$ cat config.mk
export PLATFORM = sky130hd
export DESIGN_NAME = regfile_wb_arbiter
export DESIGN_NICKNAME = d
export VERILOG_FILES = /design/src/rtl/regfile_wb_arbiter.sv
export SDC_FILE = /design/constraint.sdc
export NUM_CORES = 1
export LEC_CHECK = 0
export ABC_AREA = 1
export BUFFER_PORTS_ARGS = -buffer_cell sky130_fd_sc_hd__buf_4
export CAP_MARGIN = 20
export CORE_MARGIN = 2
export CORE_UTILIZATION = 30
export DETAILED_ROUTE_END_ITERATION = 8
export GPL_ROUTABILITY_DRIVEN = 0
export PLACE_DENSITY = 0.43
export SLEW_MARGIN = 25
export SYNTH_ARGS = -nofsm -noshare
export SYNTH_HDL_FRONTEND = slang
export SYNTH_SLANG_ARGS = --single-unit
$ cat constraint.sdc
create_clock -name clk -period 6.7 [get_ports clk]
set_input_delay 1.34 -clock clk [delete_from_list [all_inputs] [get_ports clk]]
set_output_delay 1.34 -clock clk [all_outputs]
set_load 0.05 [all_outputs]
$ cat src/rtl/regfile_wb_arbiter.sv
// Two-lane write-back queue feeding a single register file write port, with
// youngest-match forwarding over pending entries. Ready depends on registered count only.
module regfile_wb_arbiter #(
  parameter int DEPTH = 4,
  parameter int AW    = 5,
  parameter int DW    = 32
) (
  input  logic          clk,
  input  logic          rst,
  input  logic          wb0_valid,
  output logic          wb0_ready,
  input  logic [AW-1:0] wb0_addr,
  input  logic [DW-1:0] wb0_data,
  input  logic          wb1_valid,
  output logic          wb1_ready,
  input  logic [AW-1:0] wb1_addr,
  input  logic [DW-1:0] wb1_data,
  output logic          rf_we,
  output logic [AW-1:0] rf_wa,
  output logic [DW-1:0] rf_wd,
  input  logic [AW-1:0] fwd_ra1,
  output logic          fwd_hit1,
  output logic [DW-1:0] fwd_data1,
  input  logic [AW-1:0] fwd_ra2,
  output logic          fwd_hit2,
  output logic [DW-1:0] fwd_data2,
  output logic          idle
);

  localparam int PW = $clog2(DEPTH);
  localparam int CW = $clog2(DEPTH + 1);

  logic [AW-1:0]    ent_addr [DEPTH];
  logic [DW-1:0]    ent_data [DEPTH];
  logic [DEPTH-1:0] ent_vld;
  logic [PW-1:0]    wptr, rptr, wptr1, fidx;
  logic [CW-1:0]    count;
  logic             push0, push1, pop;

  assign wb0_ready = count < CW'(DEPTH);
  assign wb1_ready = count <= CW'(DEPTH - 2);

  // x0 writes are accepted but dropped here
  assign push0 = wb0_valid && wb0_ready && (wb0_addr != '0);
  assign push1 = wb1_valid && wb1_ready && (wb1_addr != '0);
  assign pop   = count != '0;
  assign wptr1 = wptr + PW'(push0);

  assign rf_we = pop;
  assign rf_wa = ent_addr[rptr];
  assign rf_wd = ent_data[rptr];
  assign idle  = count == '0;

  always_ff @(posedge clk) begin
    if (rst) begin
      count   <= '0;
      wptr    <= '0;
      rptr    <= '0;
      ent_vld <= '0;
    end else begin
      if (pop) begin
        ent_vld[rptr] <= 1'b0;
        rptr          <= rptr + 1'b1;
      end
      if (push0) begin
        ent_vld[wptr]  <= 1'b1;
        ent_addr[wptr] <= wb0_addr;
        ent_data[wptr] <= wb0_data;
      end
      if (push1) begin
        ent_vld[wptr1]  <= 1'b1;
        ent_addr[wptr1] <= wb1_addr;
        ent_data[wptr1] <= wb1_data;
      end
      wptr  <= wptr + PW'(push0) + PW'(push1);
      count <= count + CW'(push0) + CW'(push1) - CW'(pop);
    end
  end

  // Walk oldest to youngest so the last match seen is the youngest pending write.
  always_comb begin
    fwd_hit1  = 1'b0;
    fwd_data1 = '0;
    fwd_hit2  = 1'b0;
    fwd_data2 = '0;
    fidx      = rptr;
    for (int i = 0; i < DEPTH; i++) begin
      fidx = rptr + PW'(i);
      if (ent_vld[fidx] && (fwd_ra1 != '0) && (ent_addr[fidx] == fwd_ra1)) begin
        fwd_hit1  = 1'b1;
        fwd_data1 = ent_data[fidx];
      end
      if (ent_vld[fidx] && (fwd_ra2 != '0) && (ent_addr[fidx] == fwd_ra2)) begin
        fwd_hit2  = 1'b1;
        fwd_data2 = ent_data[fidx];
      end
    end
  end

endmodule

-- Word-level counts from Yosys, hierarchy flattened
Memories as Yosys holds them, arrays and structs flattened. A register that Yosys moved wholly into a read port is not among the register bits.
Cells that the tools add are included.
- $add $sub $neg: 8
- order comparisons: 11
- equality and inequality tests: 8
- multiplexer cells: 45
- bitwise gates (word level): 4
- reduce and logical (&&, ||, !) cells: 29
- operators with widths (kind ; count):
    2-to-1 mux 32 bit ; 8
    == test 5 bit ; 8
    logical AND 1 bit ; 23
    2-to-1 mux 1 bit ; 21
    2-to-1 mux 4 bit ; 5
    nonzero test 5 bit ; 4
    less-than comparator 2 x 3 -> 1 bit, second input constant ; 6
    binary-select mux 1 bit (select 2 bit) ; 4
    2-to-1 mux 2 bit ; 4
    bitwise OR 4 bit ; 2
    adder 3 x 1 -> 3 bit ; 2
    demux 1 bit (select 2 bit) ; 3
    greater-or-equal comparator 2 x 1 -> 1 bit, second input constant ; 3
    adder 2 x 1 -> 2 bit ; 2
    adder 2 bit, second input constant ; 2
    bitwise AND 4 bit ; 1
    NOT 4 bit ; 1
    less-or-equal comparator 3 x 2 -> 1 bit, second input constant ; 1
    zero test 3 bit ; 1
    less-than comparator 3 bit, second input constant ; 1
    nonzero test 3 bit ; 1
    subtractor 3 x 1 -> 3 bit ; 1
    adder 2 x 1 -> 2 bit, second input constant ; 1
- register bits: 11
- memory bits (writable): 148
- bits of input ports: 88
- output and inout port bits: 107
- word-level logic and storage cells: 111
- memories kept: 2
- memories (name ; words ; bits a word ; read ports ; clocked after Yosys merged registers in ; wr ports ; RTL line ; RTL):
    ent_data ; 4 ; 32 ; 4 ; 1 ; 2 ; 34 ; logic [DW-1:0] ent_data [DEPTH];
    ent_addr ; 4 ; 5 ; 4 ; 1 ; 2 ; 33 ; logic [AW-1:0] ent_addr [DEPTH];

-- Longest topological paths before layout
Gate-level depths: netlist of the first run.
- word-level depth: 13
- depth in mapped cells: 21
- depth with buffers taken out: 14

-- Least setup slack after synthesis of the first run
OpenSTA, ideal clock, no wires.
- path type: input -> register
- start point: input wb0_addr[3]
- end point: memory ent_addr[1][0] (enable)
- library setup time: 0.484 ns
- data arrival time: 4.675 ns
- data required time: 6.216 ns
- slack: 1.541 ns
- stages on the path: 7
- buffers on the path: 0
- cell sequence: nor3_1 > nand2_1 > nand3_1 > nor2_1 > inv_1 > or2_2 > o21ai_0
- RTL lines (what ; RTL line ; RTL):
    start: declaration ; 12 ; input logic [AW-1:0] wb0_addr,
    end: declaration ; 33 ;

-- Worst setup path after layout of the first run
- start point: register rptr[0]
- end point: output fwd_data1[18]
- word-level cells in the longest chain between the ends: 8
- elaborated cells between the ends (all ways): 28
- those cells by class: add/sub (3); eq/ne (3); mux (12); reduce/logical (8); memory (2)
- ends and longest elaborated chain (what ; RTL line ; RTL):
    start: declaration ; 36 ; logic [PW-1:0] wptr, rptr, wptr1, fidx;
    start signal: assignment ; 63 ; rptr <= rptr + 1'b1;
    parallel branches: the longest is 7 deep, another holds memory (4 x 5 bit) ; - ;
    2-to-1 mux 32 bit * ; 89 ; if (ent_vld[fidx] && (fwd_ra1 != '0) && (ent_addr[fidx] == fwd_ra1)) begin
    end: declaration ; 23 ; output logic [DW-1:0] fwd_data1,
Mark *: on every way between the ends. The select of a mux whose other input is x is not followed.

==> results of run 1 <==
==> final cells by class <==
type / instances / area, µm²
Fill cell: 4791 / 29300
Multi-Input combinational cell: 1735 / 8100
Sequential cell: 161 / 4710
Timing Repair Buffer: 219 / 1730
Tap cell: 600 / 751
Clock buffer: 19 / 443
Inverter: 106 / 408
Clock inverter: 13 / 103
Antenna cell: 2 / 5.00
==> worst max-delay path, stage by stage (launching register included) <==
cell	delay, ns
dfxtp_4	0.72
inv_8	0.02
ha_1	0.67
inv_4	0.31
nand3_1	0.18
nand2_1	0.09
nor2_1	0.09
o21ai_0	0.11
a21oi_2	0.14
nand3_2	0.43
nand2_2	0.89
nand2_1	0.12
nand2_1	0.12
nand2_1	0.08
buf_4	0.20
==> layer usage <==
metal	part of all wire, %	routed length, µm	track usage [%]
met4	2.6	1430	7.61
met1	45	25100	30.8
met3	5.6	3150	2.77
met2	47	26100	38.1
met5	0	0	0
==> power groups by stage <==
| stage | clock [W] | sequential [W] | combinational (W) |
|---|---|---|---|
| CTS | 0.000953 | 0.00154 | 0.00532 |
| finish | 0.000931 | 0.00154 | 0.00533 |
| detailed placement | 0 | 0.00156 | 0.00531 |
| global placement | 0 | 0.00156 | 0.00528 |
| global route | 0.000984 | 0.00157 | 0.00582 |
| floorplan | 0 | 0.00147 | 0.00382 |
==> sequential cells by signal, summed over array words and instances (netlist names), named ones only <==
name / count
count: 3
ent_vld: 4
ent_addr: 20
wptr: 2
ent_data: 128
rptr: 2
==> placed cells by master (no fill, tap or decap), drive strengths merged, types with 2 or more instances in the layout <==
cell,netlist,layout
nand2,699,699
nand4,3,3
o22ai,64,64
o21ai,352,352
nand3,147,147
xnor2,2,2
mux2i,64,64
o21bai,2,2
edfxtp,148,148
nor3,2,2
clkinvlp,0,3
inv,105,112
clkinv,1,4
ha,8,8
o211ai,3,3
diode,0,2
dfxtp,13,13
or2,2,2
buf,89,219
fa,2,2
o2111ai,2,2
clkbuf,62,19
xor2,5,5
a21oi,8,8
nor2,367,367
==> worst min path at each step <==
stage / to / slack [ns] / depth (start not counted)
after global routing: ent_vld[1] / 0.52 / 2
after detailed placement: ent_vld[0] / 0.49 / 2
after floorplan: ent_vld[1] / 0.45 / 2
after CTS: ent_vld[0] / 0.50 / 2
final: ent_vld[0] / 0.51 / 2
after global placement: ent_vld[1] / 0.47 / 2
==> metrics by stage <==
stage / cell area [µm²] / hold slack, ns / worst slack, ns
finish: 16300 / 0.506 / 0.695
global route: 16300 / 0.522 / 0.403
CTS: 16200 / 0.502 / 0.719
detailed placement: 15600 / 0.493 / 1.21
global placement: 15600 / 0.475 / 1.30
floorplan: 13900 / 0.452 / 1.54
==> cell families (layout without fill, tap and decap cells) <==
kind of cell	count (synthesis)	count (layout)	share of synthesized area (%)
XOR/XNOR	7	7	0.440
AO/OA/AOI/OAI	432	432	16.3
multiplexers	64	64	4.60
adder cells (fa/ha/maj)	10	10	1.01
AND/OR/NAND/NOR	1222	1222	35.0
other	0	2	0
flip-flops	161	161	33.8
buffers and inverters	257	357	8.89
==> summary.txt, run 1 <==
Power
  – Sw Share: 58.3%
  – IR drop worst, VDD: 289 µV
  – Pint: 0.00325 W
  – Comb power frac: 68.3%
  – Part of the power in registers: 19.8%
  – Pleak: 7.47 nW
  – Sw power: 0.00455 W
  – Clock group share of total power: 11.9%
  – Cell Pwr Density: 480 nW/µm²
  – Tot Pwr: 0.00781 W

Logic synthesis
  – Mean Syn Cell Area: 6.47 µm²
  – Top cells by area, synth: edfxtp_1 32%, nand2_1 19%, o21ai_0 12%
  – Area share of the largest cell type after synthesis: 31.9%
  – Dominant cell type by area after synthesis: edfxtp_1
  – Register area share after synthesis: 33.8%
  – Post-synthesis instance area: 13,900 µm²
  – Yosys warns: 0
  – Synth unique cells: 39
  – Share of synthesized registers carrying an async set or reset: 0%
  – Top_reg_cell synth: edfxtp_1
  – Post-synth top cells: 694 x nand2_1, 362 x nor2_1, 347 x o21ai_0, 148 x edfxtp_1, 139 x nand3_1
  – Seq cells post-synth: 161
  – Count leader, synth: nand2_1
  – Post-synthesis net count: 2,251
  – Cells after synthesis: 2,153
  – EDFF count, synth: 148

Placement
  – HPWL Detailed: 35.9 mm
  – Cell count after placement: 2,818
  – Port Buffers: 194

Timing
  – Max Slew Vio Count: 0
  – Worst clock skew: 0.00854 ns
  – Min Tclk post-route: 6.01 ns
  – RSZ-0062 raised after global routing: false
  – Fin crit share: 89.6%
  – Worst-Margin Slew: 0.992 ns
  – Setup TNS Final: 0 ns
  – Finish-stage setup viols: 0
  – Slew margin rel.: 33.9%
  – Max Fclk: 0.167 GHz
  – Final hold viol count: 0

Cells and area
  – Fin util: 35.7%
  – Final nets: 2,338
  – Final Non-Filler Cells: 2,855
  – Share of cells above drive strength 1: 12.9%
  – Area Overhead vs Synth: 16.7%

Critical path
  – CP Launch Point: rptr[0]
  – Critical path class: reg2out
  – R2R depth: 11
  – Worst setup EP type: output port
  – Critical Path Sink: fwd_data1[18]
  – Reg2reg end: ent_data[3][26]
  – CP required: 5.36 ns
  – CP max FO: 53
  – Startpoint types: flip-flop
  – Setup slack, reg-to-reg: 2.57 ns
  – CP arrival: 4.67 ns
  – Worst r2r src: count[2]

Routing
  – Routed WL: 55.7 mm
  – DRC: 0
  – Via/cell ratio: 5.12
  – WL/cell: 19.5 µm
  – DR pass1 iterations: 6
  – Antenna Nets Post-Route: 0
  – Via count: 14,600
  – Initial DRC count: 1,458

Clock tree
  – H-tree level count: 4
  – Root Driver: clkbuf_16
  – # hold bufs at CTS: 0
  – Clock buffer depth: 2
  – Total CTS buffers: 17
  – Setup Buffers After CTS: 0
  – Post-CTS sizing: 0
  – Clock transition at path regs: 0.07 ns
  – Clock latency on the worst-skew pair: 0.45 ns
  – Clock sinks: 161
  – CTS tree: done

GRT
  – Vias in the first global route: 13,600
  – GRT overflow: 0
  – Global-route wire length before repair: 83.1 mm
  – Initial antenna violation count: 1
  – Largest net degree at the start of global routing: 91
  – Gr usage total: 22.9%

Die
  – Starting density of the core: 30.6%
  – IO Count: 195
  – Die area: 48,200 µm²
  – Die X: 219 µm
  – Core ar.: 45,600 µm²
  – Die Height: 219 µm
  – Num rows: 78

Run
  – # Max-Cap Violations: 0

Run status
  – Status: complete, no violations

Min path
  – Min-Delay Path Class: reg2reg
  – Min-Delay Startpoint: ent_vld[0]
(Power assumes the default switching activity.)
==> inputs of run 2 (changes only) <==
CORE_MARGIN = 3   (was 2)
==> run 2 against run 1 <==
  * Routed wire length fell by 0.64%
  * Worst hold slack improved by 0.017 ns
  * Clock power rose by 0.8%
  * Clock skew barely moved
  * Critical path depth did not move
  * Power rose by 0.36%
  * First-iteration DRC count rose by 7.4%
  * Worst setup slack improved by 0.23 ns
  * Critical path type unchanged
  * Largest cell class unchanged
  * Largest power group unchanged
==> summary.txt, run 2 (synthesis results as in run 1) <==
Run status
  – Status: complete, no violations

Timing
  – Worst clock skew: 0.00826 ns
  – Max Fclk: 0.173 GHz
  – Final hold viol count: 0
  – Fin crit share: 86.1%
  – Setup TNS Final: 0 ns
  – RSZ-0062 raised after global routing: false
  – Min Tclk post-route: 5.77 ns
  – Slew margin rel.: 30.0%
  – Finish-stage setup viols: 0
  – Max Slew Vio Count: 0
  – Worst-Margin Slew: 1.05 ns

GRT
  – Largest net degree at the start of global routing: 156
  – Met3 usage: 2.72%
  – Most used routing layer: met2
  – Vias in the first global route: 13,900
  – M2 GR Usage: 37.1%
  – GRT overflow: 0
  – Met1 Use GR: 29.1%
  – Gr usage total: 21.9%
  – Global-route wire length before repair: 83.7 mm
  – Initial antenna violation count: 0

Die
  – IO Count: 195
  – Die X: 221 µm
  – Core ar.: 45,600 µm²
  – Num rows: 78
  – Die Height: 221 µm
  – Starting density of the core: 30.6%
  – Die area: 49,000 µm²

Clock tree
  – Clock buffer depth: 2
  – Root Driver: clkbuf_16
  – Clock transition at path regs: 0.06 ns
  – Clock latency on the worst-skew pair: 0.43 ns
  – Setup Buffers After CTS: 0
  – H-tree level count: 4
  – CTS tree: done
  – Total CTS buffers: 17
  – Post-CTS sizing: 0
  – # hold bufs at CTS: 0
  – Clock sinks: 161

Critical path
  – CP delay by family, top: simple AND/OR/NAND/NOR gates
  – CP required: 5.36 ns
  – Startpoint types: flip-flop
  – Buf/Inv on CP: 3
  – R2R depth: 11
  – CP Depth: 14
  – Critical path, cell by cell: inv_8 > buf_4 > nand2_1 > nand3_1 > nand2_1 > nand2_1 > nand2_1 > a21oi_1 > nand3_2 > nand2_2 > nand2_1 > nand2_1 > nand2_1 > buf_4
  – Worst setup EP type: output port
  – CP arrival: 4.43 ns
  – Slowest cell on the critical path: nand2_2
  – Critical path class: reg2out
  – Crit-path max cell delay: 0.96 ns
  – Most frequent CP cell: nand2_1
  – CP max FO: 90

Placement
  – Area after DPL: 15,700 µm²
  – Cell count after placement: 2,820
  – HPWL Detailed: 36.2 mm
  – Port Buffers: 194

Routing
  – WL/cell: 19.4 µm
  – Via count: 14,700
  – Antenna Nets Post-Route: 0
  – DRC: 0
  – Via/cell ratio: 5.16
  – Initial DRC count: 1,566
  – Routed WL: 55.4 mm
  – DR pass1 iterations: 6

Cells and area
  – Final Non-Filler Cells: 2,849
  – Share of cells above drive strength 1: 12.7%
  – Top flop regs: ent_data x128, ent_addr x20, ent_vld x4
  – Fin area: 16,200 µm²
  – Final nets: 2,337
  – Largest register by flop count: ent_data
  – ANT cells: 0
  – Commonest non-fill, non-tap cell in the layout: nand2_1
  – Max reg flops: 128
  – Commonest cells after routing, fill and taps aside: 692 x nand2_1, 361 x nor2_1, 345 x o21ai_0, 212 x buf_4, 148 x edfxtp_1
  – Area Overhead vs Synth: 16.7%

Power
  – Tot Pwr: 0.00783 W
  – Pleak: 7.47 nW
  – Clock group share of total power: 12.0%
  – Comb power frac: 69.1%
  – Cell Pwr Density: 482 nW/µm²
  – Pint: 0.00331 W
  – IR drop worst, VDD: 321 µV
  – Sw power: 0.00452 W
  – Part of the power in registers: 18.9%
  – Sw Share: 57.7%

Min path
  – Min-Delay Path Class: reg2reg
  – WHS Path Cells: 2

Run
  – # Max-Cap Violations: 0
-- run 2: power groups by stage --
stage | combinational (W) | sequential (W) | clock (W)
6_report | 0.00542 | 0.00148 | 0.000938
3_5_place_dp | 0.00540 | 0.00150 | 0
4_1_cts | 0.00542 | 0.00148 | 0.000961
5_1_grt | 0.00592 | 0.00150 | 0.00101
3_3_place_gp | 0.00537 | 0.00150 | 0
2_1_floorplan | 0.00382 | 0.00147 | 0
-- run 2: area by class of cell --
cell class | instances | area [µm²]
fillers | 4848 | 29300
multi-input cells | 1735 | 8100
repair buffers | 218 | 1730
inverters | 106 | 408
clock inverters | 11 | 119
flip-flops and latches | 161 | 4710
well taps | 600 | 751
clock buffers | 18 | 429
-- run 2: layer usage --
layer	routed length, µm	vias up
met1	24900	6794
met5	0	-
met4	1560	0
met3	2920	91
li1	-	7282
met2	26000	539
-- run 2: final timing paths --
check / start / endpoint / slack, ns
max: rptr[0] / fwd_data1[3] / 0.93
min: ent_vld[0] / ent_vld[0] / 0.52
max reg2reg: count[2] / ent_data[3][12] / 3.52
min reg2reg: ent_vld[0] / ent_vld[0] / 0.52
-- run 2: through the flow --
step	util, %	hold WS, ns	setup slack, ns
2_1_floorplan	-	0.452	1.54
3_3_place_gp	34.2	0.498	1.44
3_5_place_dp	34.4	0.507	1.39
4_1_cts	35.7	0.516	0.943
5_1_grt	35.7	0.561	0.623
6_report	35.7	0.523	0.929
-- run 2: worst register-to-register path, stage by stage (launching register included) --
cell     delay (ns)
dfxtp_1        0.33
inv_1          0.08
ha_1           0.19
nand2_1        0.06
o21ai_0        0.07
inv_1          0.07
and3_1         0.21
inv_1          0.08
nor2_1         0.55
nand3_4        0.13
nand2_2        0.61
buf_4          0.45
